### config.mk
export PLATFORM = sky130hd
export DESIGN_NAME = ssd_scan_driver
export DESIGN_NICKNAME = d
export VERILOG_FILES = /design/src/rtl/ssd_scan_driver.sv
export SDC_FILE = /design/constraint.sdc
export NUM_CORES = 1
export LEC_CHECK = 0
export ABC_AREA = 1
export BUFFER_PORTS_ARGS = -buffer_cell sky130_fd_sc_hd__buf_2
export CAP_MARGIN = 25
export CORE_ASPECT_RATIO = 1.5
export CORE_MARGIN = 10
export CORE_UTILIZATION = 43
export DETAILED_ROUTE_END_ITERATION = 10
export RECOVER_POWER = 25
export SLEW_MARGIN = 20
export SYNTH_ARGS = -nofsm -noshare
export SYNTH_HDL_FRONTEND = slang
export SYNTH_SLANG_ARGS = --single-unit
export TNS_END_PERCENT = 20
### constraint.sdc
create_clock -name i_clk -period 3.5 [get_ports i_clk]
set_input_delay 0.7 -clock i_clk [delete_from_list [all_inputs] [get_ports i_clk]]
set_output_delay 0.7 -clock i_clk [all_outputs]
set_load 0.03 [all_outputs]
### src/rtl/ssd_scan_driver.sv
// Four-digit common-anode seven-segment scan driver with double-buffered BCD digits,
// sign glyph, leading-zero blanking and an error glyph for non-BCD nibbles.
module ssd_scan_driver #(
   parameter int unsigned REFRESH_DIV = 100000
) (
   input  logic       i_clk,
   input  logic       i_rst,
   input  logic [3:0] i_hundreds,
   input  logic [3:0] i_tens,
   input  logic [3:0] i_ones,
   input  logic       i_neg,
   input  logic       i_load,
   input  logic       i_blank_en,
   output logic [3:0] o_an,
   output logic [6:0] o_seg,
   output logic       o_dp
);

   localparam int unsigned CNT_W = $clog2(REFRESH_DIV);
   localparam logic [CNT_W-1:0] CNT_LAST = CNT_W'(REFRESH_DIV - 1);

   localparam logic [6:0] SEG_BLANK = 7'b1111111;
   localparam logic [6:0] SEG_MINUS = 7'b0111111;

   logic [CNT_W-1:0] r_div_cnt;
   logic [1:0]       r_idx;
   logic [3:0]       r_ph, r_pt, r_po;
   logic             r_pn;
   logic [3:0]       r_dh, r_dt, r_do;
   logic             r_dn;
   logic [3:0]       r_an;
   logic [6:0]       r_seg;
   logic             r_dp;

   logic             w_tick;
   logic             w_frame;
   logic             w_blank_h;
   logic             w_blank_t;
   logic [3:0]       w_an_nxt;
   logic [6:0]       w_seg_nxt;

   function automatic logic [6:0] f_decode(input logic [3:0] d);
      logic [6:0] s;
      case (d)
         4'd0:    s = 7'b1000000;
         4'd1:    s = 7'b1111001;
         4'd2:    s = 7'b0100100;
         4'd3:    s = 7'b0110000;
         4'd4:    s = 7'b0011001;
         4'd5:    s = 7'b0010010;
         4'd6:    s = 7'b0000010;
         4'd7:    s = 7'b1111000;
         4'd8:    s = 7'b0000000;
         4'd9:    s = 7'b0010000;
         default: s = 7'b0000110;
      endcase
      return s;
   endfunction

   // Non-BCD hundreds is never zero, so the error glyph naturally wins over blanking.
   always_comb begin
      w_tick    = (r_div_cnt == CNT_LAST);
      w_frame   = w_tick && (r_idx == 2'd3);
      w_blank_h = i_blank_en && (r_dh == 4'd0);
      w_blank_t = w_blank_h && (r_dt == 4'd0);
      w_an_nxt  = ~(4'b0001 << r_idx);
      w_seg_nxt = SEG_BLANK;
      case (r_idx)
         2'd0:    w_seg_nxt = f_decode(r_do);
         2'd1:    w_seg_nxt = w_blank_t ? SEG_BLANK : f_decode(r_dt);
         2'd2:    w_seg_nxt = w_blank_h ? SEG_BLANK : f_decode(r_dh);
         default: w_seg_nxt = r_dn ? SEG_MINUS : SEG_BLANK;
      endcase
   end

   always_ff @(posedge i_clk or posedge i_rst) begin
      if (i_rst) begin
         r_div_cnt <= '0;
         r_idx     <= 2'd0;
      end else if (w_tick) begin
         r_div_cnt <= '0;
         r_idx     <= r_idx + 2'd1;
      end else begin
         r_div_cnt <= r_div_cnt + CNT_W'(1);
      end
   end

   // Pending buffer takes every load; display copies at the frame boundary only.
   always_ff @(posedge i_clk or posedge i_rst) begin
      if (i_rst) begin
         r_ph <= 4'd0;
         r_pt <= 4'd0;
         r_po <= 4'd0;
         r_pn <= 1'b0;
         r_dh <= 4'd0;
         r_dt <= 4'd0;
         r_do <= 4'd0;
         r_dn <= 1'b0;
      end else begin
         if (i_load) begin
            r_ph <= i_hundreds;
            r_pt <= i_tens;
            r_po <= i_ones;
            r_pn <= i_neg;
         end
         if (w_frame) begin
            r_dh <= i_load ? i_hundreds : r_ph;
            r_dt <= i_load ? i_tens     : r_pt;
            r_do <= i_load ? i_ones     : r_po;
            r_dn <= i_load ? i_neg      : r_pn;
         end
      end
   end

   always_ff @(posedge i_clk or posedge i_rst) begin
      if (i_rst) begin
         r_an  <= 4'b1111;
         r_seg <= SEG_BLANK;
         r_dp  <= 1'b1;
      end else begin
         r_an  <= w_an_nxt;
         r_seg <= w_seg_nxt;
         r_dp  <= 1'b1;
      end
   end

   assign o_an  = r_an;
   assign o_seg = r_seg;
   assign o_dp  = r_dp;

endmodule
# Yosys cells after proc, flatten, opt, wreduce, memory -nomap -nowiden
# Memory sizes are Yosys's and may differ from the RTL's.
# Cells that the tools add are included.
[word_totals]
regBits = 56
mem_bits_ro = 336
in_bits = 17
output_inout_bits = 12
word_cells = 38
n_memories = 3
[op_classes]
addsub = 2
n_eq_ne = 4
n_shift = 1
mux = 9
n_bitwise = 1
reduce_logical = 6
[mem_list]
columns = ["name", "words", "width", "read_ports", "rd_clocked_by_memory_dff", "write_ports", "line", "rtl"]
rows = [
  ["(no name shown)", 16, 7, 1, 0, 0, "44", "case (d)"],
  ["(no name shown)", 16, 7, 1, 0, 0, "44", ""],
  ["(no name shown)", 16, 7, 1, 0, 0, "44", ""],
]
[op_table]
columns = ["operator", "n"]
rows = [
  ["two-way mux 7 bit", 3],
  ["case mux 7 bit (3 select lines)", 1],
  ["adder 17 x 1 -> 17 bit (second input constant)", 1],
  ["equality test 17 bit (second input constant)", 1],
  ["two-way mux 17 bit", 1],
  ["two-way mux 4 bit", 3],
  ["zero test 4 bit", 2],
  ["equality test 2 bit (second input constant)", 2],
  ["inverter 4 bit", 1],
  ["left shift 1 x 2 -> 4 bit (first input constant)", 1],
  ["logical AND 1 bit", 3],
  ["adder 2 x 1 -> 2 bit (second input constant)", 1],
  ["equality test 2 x 1 -> 1 bit (second input constant)", 1],
  ["zero test 2 bit", 1],
  ["two-way mux 1 bit", 1],
]

# Depth between registers and ports, before layout
[logic_depth]
word_depth = 5
depth_mapped = 10
depth_no_buf = 10

# Worst setup path before layout
# No wires, ideal clock.
[synth_path]
path_type = "register to register"
start = "register r_div_cnt[0]"
end = "register r_dh[3]"
setup_time_ns = 0.065
arrival_ns = 1.415
required_ns = 3.435
slack_ns = 2.021
path_stages_with_launch = 9
n_path_buf = 1
period_less_slack_ns = 1.479
cell_sequence = "dfrtp_1 > ha_1 > nand2_2 > nor2_8 > inv_4 > nor3_4 > buf_6 > nand3_1 > nand2_1"
[synth_via]
elab_chain_cells = 2
[synth_lines]
columns = ["element", "line", "rtl"]
rows = [
  ["start: declaration", "25", "logic [CNT_W-1:0] r_div_cnt;"],
  ["start signal: assignment", "84", "r_div_cnt <= r_div_cnt + CNT_W'(1);"],
  ["equality test 17 bit", "62", "w_tick = (r_div_cnt == CNT_LAST);"],
  ["logical AND 1 bit", "63", "w_frame = w_tick && (r_idx == 2'd3);"],
  ["end signal: assignment", "107", "r_dh <= i_load ? i_hundreds : r_ph;"],
  ["end: declaration", "29", "logic [3:0] r_dh, r_dt, r_do;"],
]
# No other way between the ends.
# A chain may end at the register's enable or synchronous reset.

# Worst setup path in the final report
[layout_path]
start = "register r_div_cnt[0]"
end = "register r_dt[1]"
[layout_via]
elab_chain_cells = 2
[layout_lines]
columns = ["element", "line", "rtl"]
rows = [
  ["equality test 17 bit", "62", ""],
  ["logical AND 1 bit", "63", ""],
  ["end signal: assignment", "108", "r_dt <= i_load ? i_tens : r_pt;"],
  ["end: declaration", "29", ""],
]
# No other way between the ends.

==> qor.txt <==
Synth unique cells - 28
PortBufs - 27
DR iter-0 viols - 98
CTS Buf Count - 5
Critical path startpoint category - register
Crit Reg-Reg Endpoint - r_dt[1]
Row cnt - 37
Register bit total from synthesis - 56
Worst-Skew Late Latency - 0.32 ns
Register area share after synthesis - 0.455
Post-synth top cells - 97 x nand2_1, 48 x inv_1, 46 x nand3_1
Cts repair resizes - 0
Worst hold path class - in2async
Critical path's top delay family - simple AND/OR/NAND/NOR gates
Layout cells sized above 1 - 0.167
Tcrit/Tclk final - 0.538
Post-CTS Setup Bufs - 0
Synth async-reset ratio - 1.00
Syn. warnings - 0
Chip Width - 89.4 um
Largest area contributor in the netlist - dfrtp_1
Routed WL - 6430 um
Initial antenna violation count - 0
Tot Pwr - 1.15 mW
Max-cap violations - 0
Data required, critical path - 3.75 ns
Synth top area share - 0.362
Fin. max-slew vios - 0
Vias/cell - 5.07
Vias - 2430
Place WS - 1.60 ns
Tmin final - 1.88 ns
Slew headroom - 0.514
Path type of the worst setup path - reg2reg
Root Buffer - clkbuf_8
Worst r2r src - r_div_cnt[0]
Final Hold Slack - 0.407 ns
Final HPWL DP - 5010 um
First-pass GRT wire length - 11000 um
Worst Tran Pin Value - 0.727 ns
Fill cell count - 695
CP cell instances - ha_1, nand2_2, nor2_8, inv_4, nor3_4, nand3_1, nand2_1
Area after DPL - 3300 um2
Bufs and invs on worst path - 1
Vias in the first global route - 2445
Mapped Area - 3110 um2
Top FF cell, synth - dfrtp_1
Flop2flop setup slack - 1.62 ns
Fin cells - 479
Finished Core Util - 0.495
Max IR drop VDD - 0.000188 V
Leakage Power - 1.80 nW
P&R area growth vs syn - 10.5%
Routability cong. - 0.918
FF-to-FF path depth - 7
Core Area - 6940 um2
CP Capture Type - register
Clk buf depth - 2
Die H - 124 um
DR pass1 iterations - 4
Grt total ovfl - 0
Hold Buf Count CTS - 0
Final Cell Area - 3440 um2
Final ANT Viol Nets - 0
Fin. Hold Viols - 0
WL/cell - 13.4 um
Ant. Diodes - 0
Crit-path slowest cell - nor3_4
Number of clock sinks - 56
Fmax - 531 MHz
Nets - 439
Clk pin slew, worst setup/hold paths - 0.10 ns
Arr. time, crit path - 2.14 ns
Synthesized area per cell - 8.38 um2
Top-level I/O count - 29
Most common cell in the netlist - nand2_1
Syn Nets - 410
Tot GR Track Use - 0.125
Status - complete, no violations
Crit-path max cell delay - 0.63 ns
Unrepaired setup endpoints after global routing - no
Post-Route Setup TNS - 0 ns
Pwr Density - 334 nW/um2
Largest net degree at the start of global routing - 48
Final setup vio count - 0
Final Worst Setup Slack - 1.62 ns
Full die area - 11100 um2
Starting density of the core - 0.448
Post-synth EDFFs - 0
Placed cell count - 470
DR DRC count - 0
Skew final - 0.0118 ns
Mapped Cells - 371
Worst-path fanout max - 19
CTS tree - built
Largest cells by area after synthesis - dfrtp_1 36%, nand2_1 12%, dfstp_2 9.3%, ha_1 8.9%, nand3_1 7.4%
H-tree Lvls - 2
kinds of logic after synthesis:
logic type	count (synthesis)	synth area share
xor+xnor	7	0.0197
fa+ha+maj	22	0.0886
simple gates	193	0.271
mux	13	0.0471
flops	56	0.455
buf+inv	56	0.0753
other cells	1	0.00121
compound gates	23	0.0419
layer usage:
metal	wire length (um)	up-vias	GRT usage
li1	-	1240	-
met1	2500	1144	0.130
met2	3500	32	0.236
met3	232	14	0.0235
met4	193	0	0.0529
met5	0	-	0
cell type report:
| type | instances | area, um2 | area share |
|---|---|---|---|
| clock buffers | 5 | 68.8 | 0.0200 |
| clock inverters | 3 | 46.3 | 0.0135 |
| inverters | 49 | 186 | 0.0543 |
| multi-input cells | 259 | 1460 | 0.425 |
| flip-flops and latches | 56 | 1420 | 0.412 |
| well taps | 78 | 97.6 | 0.0284 |
| repair buffers | 29 | 163 | 0.0473 |
report_power, final:
part	switching [mW]	internal, mW	leakage (nW)
clock	0.217	0.216	0.0548
sequential	0.00362	0.662	0.631
combinational	0.0277	0.0228	1.12
registers in the layout, summed over array words and instances (netlist names):
name,cells
r_div_cnt,17
r_dt,4
o_an,4
r_pn,1
r_pt,4
r_do,4
o_seg,7
r_ph,4
r_po,4
r_dh,4
r_dn,1
r_idx,2
worst max-delay path by stage:
stage | to | slack [ns] | startpoint | depth (start not counted)
floorplan | r_dh[0] | 1.45 | i_rst | 1
CTS | r_dt[3] | 1.57 | r_idx[0] | 4
global route | r_dt[1] | 1.32 | r_idx[1] | 4
detailed placement | r_dt[3] | 1.60 | r_idx[0] | 4
global placement | r_dt[1] | 1.63 | r_div_cnt[0] | 7
finish | r_dt[1] | 1.62 | r_div_cnt[0] | 7
layout by cell type, fill, tap and decap left out, drive strengths merged, types with 4 or more instances in the layout:
master	n
xor2	7
ha	22
clkbuf	5
a21oi	4
nor3	6
nand2	99
nand3	46
dfstp	11
inv	50
dfrtp	45
nand4	8
mux2	13
buf	29
nor2	34
o21ai	13
(Power assumes the default switching activity.)
